==> src/rtl/csr_rmw.sv <==
`default_nettype none
// ============================================================================
// Module   : csr_rmw
// Brief    : Zicsr read-modify-write sequencer feeding the CSR storage block.
//            Optional read-only/reserved-op blocking via CSR_RO_CHECK_EN.
// Revision : 1.0
// ============================================================================
module csr_rmw #(
    parameter int XLEN = 32
) (
    input  logic            clock,
    input  logic            reset,
    input  logic            req_valid,
    output logic            req_ready,
    input  logic [2:0]      req_funct3,
    input  logic [4:0]      req_rs1,
    input  logic [11:0]     req_addr,
    input  logic [XLEN-1:0] req_rs1_data,
    output logic            resp_valid,
    input  logic            resp_ready,
    output logic [XLEN-1:0] resp_rdata,
    output logic            resp_illegal,
    output logic            csr_s_csr,
    output logic            csr_s_csrsc,
    output logic [4:0]      csr_rs1,
    output logic [11:0]     csr_addr,
    output logic [XLEN-1:0] csr_data_w,
    input  logic [XLEN-1:0] csr_data_r
);

    typedef enum logic [1:0] {
        S_IDLE  = 2'd0,
        S_READ  = 2'd1,
        S_WRITE = 2'd2,
        S_RESP  = 2'd3
    } state_t;

    state_t          r_state;
    state_t          w_state_nxt;
    logic [1:0]      r_op;
    logic [4:0]      r_rs1;
    logic [11:0]     r_addr;
    logic [XLEN-1:0] r_operand;
    logic [XLEN-1:0] r_old;
    logic            w_accept;
    logic            w_illegal;
    logic            w_strobe;
    logic [XLEN-1:0] w_new;
    logic [XLEN-1:0] w_operand;

    assign w_accept  = req_valid && (r_state == S_IDLE);
    // Immediate forms carry a zero-extended uimm in the rs1 field.
    assign w_operand = req_funct3[2] ? {{(XLEN-5){1'b0}}, req_rs1} : req_rs1_data;

    always_comb begin
        w_new = csr_data_r;
        case (r_op)
            2'b01:   w_new = r_operand;
            2'b10:   w_new = csr_data_r | r_operand;
            2'b11:   w_new = csr_data_r & ~r_operand;
            default: w_new = csr_data_r;
        endcase
    end

`ifdef CSR_RO_CHECK_EN
    logic r_illegal;

    // Read-only space is only an error when the CSR block would actually write.
    assign w_illegal = (r_op == 2'b00) ||
                       ((r_addr[11:10] == 2'b11) &&
                        ((r_op == 2'b01) || (r_op[1] && (r_rs1 != 5'd0))));

    always_ff @(posedge clock) begin
        if (reset) begin
            r_illegal <= 1'b0;
        end else if (r_state == S_WRITE) begin
            r_illegal <= w_illegal;
        end
    end

    assign resp_illegal = (r_state == S_RESP) && r_illegal;
`else
    assign w_illegal    = 1'b0;
    assign resp_illegal = 1'b0;
`endif

    assign w_strobe = (r_state == S_WRITE) && (r_op != 2'b00) && !w_illegal;

    always_ff @(posedge clock) begin
        if (reset) begin
            r_state   <= S_IDLE;
            r_op      <= 2'b00;
            r_rs1     <= 5'd0;
            r_addr    <= 12'd0;
            r_operand <= '0;
            r_old     <= '0;
        end else begin
            r_state <= w_state_nxt;
            if (w_accept) begin
                r_op      <= req_funct3[1:0];
                r_rs1     <= req_rs1;
                r_addr    <= req_addr;
                r_operand <= w_operand;
            end
            if (r_state == S_WRITE) begin
                r_old <= csr_data_r;
            end
        end
    end

    always_comb begin
        w_state_nxt = r_state;
        req_ready   = 1'b0;
        resp_valid  = 1'b0;
        csr_s_csr   = 1'b0;
        csr_s_csrsc = 1'b0;
        csr_data_w  = '0;
        case (r_state)
            S_IDLE: begin
                req_ready = 1'b1;
                if (req_valid) w_state_nxt = S_READ;
            end
            S_READ: begin
                w_state_nxt = S_WRITE;
            end
            S_WRITE: begin
                csr_s_csr   = w_strobe;
                csr_s_csrsc = r_op[1];
                csr_data_w  = w_new;
                w_state_nxt = S_RESP;
            end
            S_RESP: begin
                resp_valid = 1'b1;
                if (resp_ready) w_state_nxt = S_IDLE;
            end
            default: w_state_nxt = S_IDLE;
        endcase
    end

    assign csr_rs1    = r_rs1;
    assign csr_addr   = r_addr;
    assign resp_rdata = r_old;

endmodule
`default_nettype wire

==> config.mk <==
export PLATFORM = sky130hd
export DESIGN_NAME = csr_rmw
export DESIGN_NICKNAME = d
export VERILOG_FILES = /design/src/rtl/csr_rmw.sv
export SDC_FILE = /design/constraint.sdc
export NUM_CORES = 1
export LEC_CHECK = 0
export ABC_AREA = 1
export CORE_ASPECT_RATIO = 1.25
export CORE_MARGIN = 4
export CORE_UTILIZATION = 46
export DETAILED_ROUTE_END_ITERATION = 10
export HOLD_SLACK_MARGIN = 0.06
export PLACE_DENSITY = 0.94
export SYNTH_ARGS = -nofsm -noshare
export SYNTH_HDL_FRONTEND = slang
export SYNTH_SLANG_ARGS = --single-unit
==> constraint.sdc <==
create_clock -name clock -period 3.29 [get_ports clock]
set_input_delay 0.987 -clock clock [delete_from_list [all_inputs] [get_ports clock]]
set_output_delay 0.987 -clock clock [all_outputs]
set_load 0.03 [all_outputs]
==> results.md, run 1 <==
- Critical path startpoint category: register
- Pleak: 2.46 nW
- Die X: 92.5 µm
- Root buf cell: clkbuf_8
- Xor/xnor share of the synthesized area: 0
- Clock slew at reported path FFs: 80 ps
- Post-synthesis sequential element count: 85
- N_diodes: 0
- Cell variety after synth: 19
- Crit path DAT: 2120 ps
- Initial antenna violation count: 0
- Share of cells above drive strength 1: 0.0845
- Worst endpoint required time: 2300 ps
- Synth top area cells: dfxtp_1 (41%), nand2_1 (13%), nor2_1 (9.3%)
- Unrepaired setup endpoints after global routing: no
- Commonest non-fill, non-tap cell in the layout: nand2_1
- Vias in the first global route: 4526
- Drt total wl: 12.9 mm
- Antenna Nets Post-Route: 0
- Residual DRC: 0
- Dpl ws: 413 ps
- Hold/Removal Path Class: register to register
- Post-Syn Nets: 708
- Final cell utilization of the core: 0.686
- Final-report hold violation count: 0
- Synth Area per Inst: 6.67 µm²
- # clock sinks: 85
- Initial DRC Count: 210
- # setup viols final: 0
- Largest net degree at the start of global routing: 65
- Max Cap Viol: 0
- RD Place Congestion: 0.815
- Yosys top cell area share: 0.414
- Vias post-DR: 4574
- # hold bufs at CTS: 0
- CTS Buf Count: 9
- Vias/cell: 5.15
- Drt pass-1 iters: 6
- Commonest non-fill, non-tap cells in the layout: nand2_1 (142), clkdlybuf4s50_1 (139), nor2_1 (102)
- IO Count: 174
- First-pass GRT wire length: 20.6 mm
- Global-route usage over all layers: 0.245
- Post-synthesis mux area share: 0
- Layout Skew: 5.04 ps
- Clk Latency, worst-skew pair: 360 ps
- Area Growth Syn to Fin: 45.2%
- Final period utilization: 0.944
- Worst-path fanout max: 20
- Power consumption: 4.76 mW
- Synth Cell Area: 0.00411 mm²
- Worst Setup End Kind: output pin
- Worst Max-Slew Pin Slew: 1010 ps
- Synth Area in Simple Gates: 0.311
- Gr ovfl total: 0
- Relative slew margins: 0.324
- Largest family of logic cells by synthesized area: simple AND/OR/NAND/NOR gates
- Peak supply drop: 0.551 mV
- F_max: 322 MHz
- Pwr dens: 799 mW/mm²
- Final setup margin: 183 ps
- WL/cell: 14.6 µm
- Maximum clock path buffer count: 2
- Ys Warns: 0
- Die H: 114 µm
- Synth Area in Adders: 0.0122
- CORE AREA: 0.00870 mm²
- Type of the worst setup path: register to output pin
- TNS Setup: 0 ps
- CTS tree: done
- Hpwl dp: 9.07 mm
- Final Max Slew Viols: 0
- Final min period: 3110 ps
- Die ar.: 0.0105 mm²
- Initial core utilization: 0.472
- Std cell rows: 38
- Port bufs: 172
- Compound-Gate Fraction of Synth Area: 0.147
- Post-Syn Instances: 616
- Outcome: finished, final reports clean
- Area leader, netlist: dfxtp_1
- Seq/Total Area, Yosys: 0.414
- # H-tree levels: 3
- Nets: 856
registers in the layout, summed over array words and instances, names as in the netlist:
register and cells:
csr_rs1 5, r_state 2, r_operand 32, resp_rdata 32, r_op 2, csr_addr 12
critical path, stage by stage, from the launching register on:
cell,delay [ps]
dfxtp_1,340
inv_1,110
ha_1,460
inv_2,210
buf_4,250
a21oi_1,230
buf_12,160
cell usage after synthesis, drive strengths merged:
| library cell | count |
|---|---|
| buf | 36 |
| dfxtp | 85 |
| nand2 | 145 |
| nand3 | 64 |
| nand3b | 1 |
| nor2 | 102 |
| conb | 1 |
| a21oi | 69 |
| ha | 4 |
| clkbuf | 9 |
| o21ai | 52 |
| inv | 48 |
per-layer routing:
metal / wire, µm / track usage / vias to the layer above
li1: - / - / 2251
met1: 4730 / 0.255 / 2078
met2: 6650 / 0.448 / 201
met3: 1010 / 0.0521 / 44
met4: 551 / 0.147 / 0
met5: 0 / 0 / -
final cells by class:
type                       instances  area, µm²
tap                              120        150
multi-input combinational        438       1940
clock inverter                     4       70.1
inverter                          48        183
sequential                        85       1700
fill                             683       2740
timing repair buffer             182       1760
clock buffer                      12        155
stage by stage:
stage	hold slack [ps]	instances	cell area [µm²]
5_1_grt	509	889	5960
3_5_place_dp	472	873	5730
2_1_floorplan	458	616	4110
4_1_cts	485	889	5960
6_report	485	889	5960
3_3_place_gp	462	873	5730
cells by family after synthesis:
kind of cell	count (synthesis)
AO/OA/AOI/OAI	121
adder cells (fa/ha/maj)	4
buffers and inverters	93
flip-flops	85
other	1
AND/OR/NAND/NOR	312
worst paths after layout:
| path | start | to | slack (ps) | depth (start not counted) |
|---|---|---|---|---|
| min reg2reg | r_operand[17] | r_operand[17] | 490 | 2 |
| max | r_state[0] | csr_data_w[1] | 180 | 6 |
| min | r_operand[17] | r_operand[17] | 490 | 2 |
| max reg2reg | r_state[0] | r_operand[30] | 1500 | 7 |
power by group:
group | switching (mW) | internal [mW]
Sequential | 0.166 | 1.31
Combinational | 1.55 | 0.905
Clock | 0.367 | 0.467
what timing repair did:
item                       4_1_cts  5_1_grt
setup endpoints to repair        0        1
buffers inserted                 0        0
gates resized for setup          0        1
Note: power is estimated with default switching activity, not from simulation.
==> run 2: changes to the inputs <==
Settings changed: CAP_MARGIN from default to 20, RECOVER_POWER from default to 50.
==> run 2 against run 1 <==
Sequential power is essentially flat. Largest power group unchanged. First-iteration DRC count shrank 2.4%. Highest routed layer unchanged. Power shrank 1.1%. Design area shrank 0.13%. Clock power is essentially flat. Critical endpoint unchanged.
==> results.md, run 2 (same netlist as run 1, synthesis figures left out) <==
- Worst endpoint required time: 2300 ps
- Crit-path max cell delay: 470 ps
- Std cell rows: 38
- Commonest non-fill, non-tap cells in the layout: nand2_1 (142), clkdlybuf4s50_1 (106), nor2_1 (102)
- Logic pwr share: 0.511
- Vias in the first global route: 4526
- Pleak: 2.55 nW
- Root buf cell: clkbuf_8
- Area Growth Syn to Fin: 45.0%
- # setup viols final: 0
- Worst path buffer plus inverter count: 4
- Vias post-DR: 4557
- Unrepaired setup endpoints after global routing: no
- Final setup margin: 174 ps
- Type of the worst setup path: register to output pin
- Dpl ws: 413 ps
- # H-tree levels: 3
- Hold/Removal Path Class: register to register
- N_diodes: 0
- GR Layer Usage met1: 0.255
- Reg-to-reg setup timing slack: 1490 ps
- Highest-delay cell along the critical path: ha_1
- Outcome: finished, final reports clean
- Worst-path fanout max: 20
- IO Count: 174
- GR Layer Usage met3: 0.0521
- R2R depth: 7
- Largest net degree at the start of global routing: 65
- Sw Pwr: 2.08 mW
- Hold Path End: r_operand[18]
- Global-route usage over all layers: 0.245
- Clk Latency, worst-skew pair: 360 ps
- Initial antenna violation count: 0
- Gr ovfl total: 0
- DP Area: 0.00573 mm²
- Post-CTS Setup Repair Bufs: 0
- Clock Power Share: 0.177
- CTS tree: done
- WL/cell: 14.5 µm
- Maximum clock path buffer count: 2
- Hpwl dp: 9.07 mm
- Die X: 92.5 µm
- Residual DRC: 0
- Share of cells above drive strength 1: 0.0832
- Final Max Slew Viols: 0
- Peak supply drop: 0.544 mV
- Drt pass-1 iters: 5
- Worst Hold Path Cells: 2
- Worst Max-Slew Pin Slew: 1230 ps
- Final period utilization: 0.947
- CP Cell Sequence: inv_1, ha_1, inv_2, buf_4, a21oi_1, buf_12
- Cell area after layout: 0.00596 mm²
- Commonest non-fill, non-tap cell in the layout: nand2_1
- Flop pwr share: 0.312
- Cell Count Post-Placement: 873
- GR Layer Usage met2: 0.448
- Port bufs: 172
- Antenna Nets Post-Route: 0
- # clock sinks: 85
- TNS Setup: 0 ps
- Max Cap Viol: 0
- CTS Buf Count: 9
- Top Usage Layer GRT: met2
- Critical R2R Launch: r_state[0]
- Worst Setup End Kind: output pin
- Critical path startpoint category: register
- Final-report hold violation count: 0
- Nets: 856
- First-pass GRT wire length: 20.6 mm
- F_max: 321 MHz
- Die H: 114 µm
- Die ar.: 0.0105 mm²
- Pwr dens: 791 mW/mm²
- Internal power: 2.63 mW
- Drt total wl: 12.9 mm
- Initial core utilization: 0.472
- CORE AREA: 0.00870 mm²
- Crit path DAT: 2130 ps
- Sw Ratio: 0.441
- Relative slew margins: 0.181
- Clock slew at reported path FFs: 80 ps
- Worst path top cell family by delay: buffers and inverters
- Post-Layout Cell Count: 889
- Layout Skew: 5.89 ps
- Initial DRC Count: 205
- RD Place Congestion: 0.815
- RR Endpoint: r_operand[30]
- Vias/cell: 5.13
- Final min period: 3120 ps
- Hold path startpoint: r_operand[18]
run 2: cell count changes in the layout (fill, tap and decap cells not counted):
cell             delta
dlygate4sd3_1      +33
buf_12              -1
clkdlybuf4s50_1    -33
dlymetal6s2s_1      +1
run 2: repair_timing:
item                       4_1_cts  5_1_grt
hold buffers                     0        0
resized for setup                0        1
setup endpoints to repair        0        1
run 2: power by group through the flow:
stage	combinational (mW)	sequential, mW	clock, mW
global placement	2.38	1.47	0
global route	2.61	1.50	0.895
detailed placement	2.44	1.49	0
floorplan	1.23	1.87	0
CTS	2.46	1.47	0.853
finish	2.41	1.47	0.834
run 2: worst max path at each step:
| stage | from | endpoint | slack [ps] | cells after the start |
|---|---|---|---|---|
| floorplan | csr_data_r[12] | csr_data_w[12] | 800 | 2 |
| global placement | csr_data_r[1] | csr_data_w[1] | 400 | 4 |
| detailed placement | csr_data_r[1] | csr_data_w[1] | 410 | 4 |
| CTS | r_op[1] | csr_data_w[1] | 100 | 4 |
| global route | r_state[0] | csr_data_w[1] | 30 | 6 |
| finish | r_state[0] | csr_data_w[1] | 170 | 6 |
run 2: worst min-delay path: stages, from the launching register on:
cell and delay [ps]:
dfxtp_1 320, nand2_1 60, a21oi_1 60
run 2: area by class of cell:
cell class	count	area, µm²
flip-flops and latches	85	1700
well taps	120	150
fillers	685	2740
inverters	48	183
repair buffers	182	1760
clock buffers	12	155
clock inverters	4	70.1
multi-input cells	438	1940
run 2: metal layers:
layer	part of all wire	wire [µm]
met3	0.072	924
met4	0.046	595
met1	0.37	4750
met5	0	0
met2	0.51	6650
run 2: per-stage QoR:
stage	utilization	hold slack [ps]	power, mW
final	0.685	484	4.71
after floorplan	-	458	3.10
after detailed placement	0.659	472	3.94
after CTS	0.685	485	4.79
after global routing	0.685	509	5.01
after global placement	0.659	462	3.85
==> run 3: changes to the inputs <==
Settings changed: MAX_ROUTING_LAYER from default to met4.
==> run 3 against run 2 <==
Sequential cell count is the same. First-iteration DRC count grew 8.8%. Sequential power is essentially flat. Combinational power is essentially flat. Worst setup slack gained 9.3 ps.
==> results.md, run 3 (same netlist as run 1, synthesis figures left out) <==
- Hpwl dp: 9.07 mm
- Vias/cell: 5.11
- Type of the worst setup path: register to output pin
- Drt pass-1 iters: 5
- Worst Setup End Kind: output pin
- Initial DRC Count: 223
- Antenna Nets Post-Route: 0
- Area Growth Syn to Fin: 45.0%
- Unrepaired setup endpoints after global routing: no
- Crit path DAT: 2120 ps
- Vias post-DR: 4545
- Pleak: 2.55 nW
- Worst Max-Slew Pin Slew: 1230 ps
- Maximum clock path buffer count: 2
- Commonest non-fill, non-tap cell in the layout: nand2_1
- Commonest non-fill, non-tap cells in the layout: nand2_1 (142), clkdlybuf4s50_1 (106), nor2_1 (102)
- First-pass GRT wire length: 20.6 mm
- CTS tree: done
- CTS Buf Count: 9
- Initial core utilization: 0.472
- Worst-path fanout max: 20
- Clock slew at reported path FFs: 80 ps
- RD Place Congestion: 0.827
- Gr ovfl total: 0
- Critical path startpoint category: register
- DP Area: 0.00573 mm²
- Residual DRC: 0
- Die ar.: 0.0105 mm²
- IO Count: 174
- Pwr dens: 790 mW/mm²
- Peak supply drop: 0.543 mV
- Worst endpoint required time: 2300 ps
- Vias in the first global route: 4539
- # setup viols final: 0
- Layout Skew: 5.46 ps
- Final Max Slew Viols: 0
- Final-report hold violation count: 0
- Die H: 114 µm
- Std cell rows: 38
- WL/cell: 14.5 µm
- Outcome: finished, final reports clean
- CORE AREA: 0.00870 mm²
- Clk Latency, worst-skew pair: 350 ps
- Final period utilization: 0.944
- Relative slew margins: 0.179
- # hold bufs at CTS: 0
- Largest net degree at the start of global routing: 65
- Root buf cell: clkbuf_8
- Cell area after layout: 0.00596 mm²
- Nets: 856
- Max Cap Viol: 0
- Final min period: 3110 ps
- Initial antenna violation count: 0
- Post-CTS Setup Repair Bufs: 0
- # H-tree levels: 3
- # clock sinks: 85
- F_max: 322 MHz
- PostCTS Resize Cnt: 0
- TNS Setup: 0 ps
- Final setup margin: 183 ps
- Dpl ws: 413 ps
- Die X: 92.5 µm
- Global-route usage over all layers: 0.253
- Share of cells above drive strength 1: 0.0832
- Hold/Removal Path Class: register to register
- Port bufs: 172
- Drt total wl: 12.9 mm
- N_diodes: 0
-- run 3: power breakdown --
group | switching (mW) | internal (mW)
clock network | 0.362 | 0.467
registers | 0.159 | 1.31
logic | 1.55 | 0.856
-- run 3: worst paths after layout --
path / endpoint / cells past startpoint / start / slack (ps)
min: r_operand[18] / 2 / r_operand[18] / 480
min reg2reg: r_operand[18] / 2 / r_operand[18] / 480
max: csr_data_w[1] / 6 / r_state[0] / 180
max reg2reg: r_operand[30] / 7 / r_state[0] / 1500
-- run 3: critical path, cell delays in order, from the launching register on --
cell and delay [ps]:
dfxtp_1 340, inv_1 110, ha_1 470, inv_2 210, buf_4 250, a21oi_1 230
buf_12 160
-- run 3: stage by stage --
step,hold WS [ps],instances,util,power [mW]
after global routing,509,889,0.685,5.01
after floorplan,458,616,-,3.10
final,484,889,0.685,4.70
after CTS,485,889,0.685,4.79
after global placement,462,873,0.659,3.85
after detailed placement,472,873,0.659,3.94
-- run 3: metal layers --
layer	track usage	share of wire	vias up
li1	-	-	2248
met1	0.264	0.37	2069
met2	0.449	0.51	182
met3	0.0389	0.067	46
met4	0.147	0.044	0
met5	-	0	-
-- run 3: final cells by class --
type | instances | area [µm²]
fillers | 685 | 2740
repair buffers | 182 | 1760
multi-input cells | 438 | 1940
well taps | 120 | 150
flip-flops and latches | 85 | 1700
clock inverters | 4 | 70.1
inverters | 48 | 183
clock buffers | 12 | 155
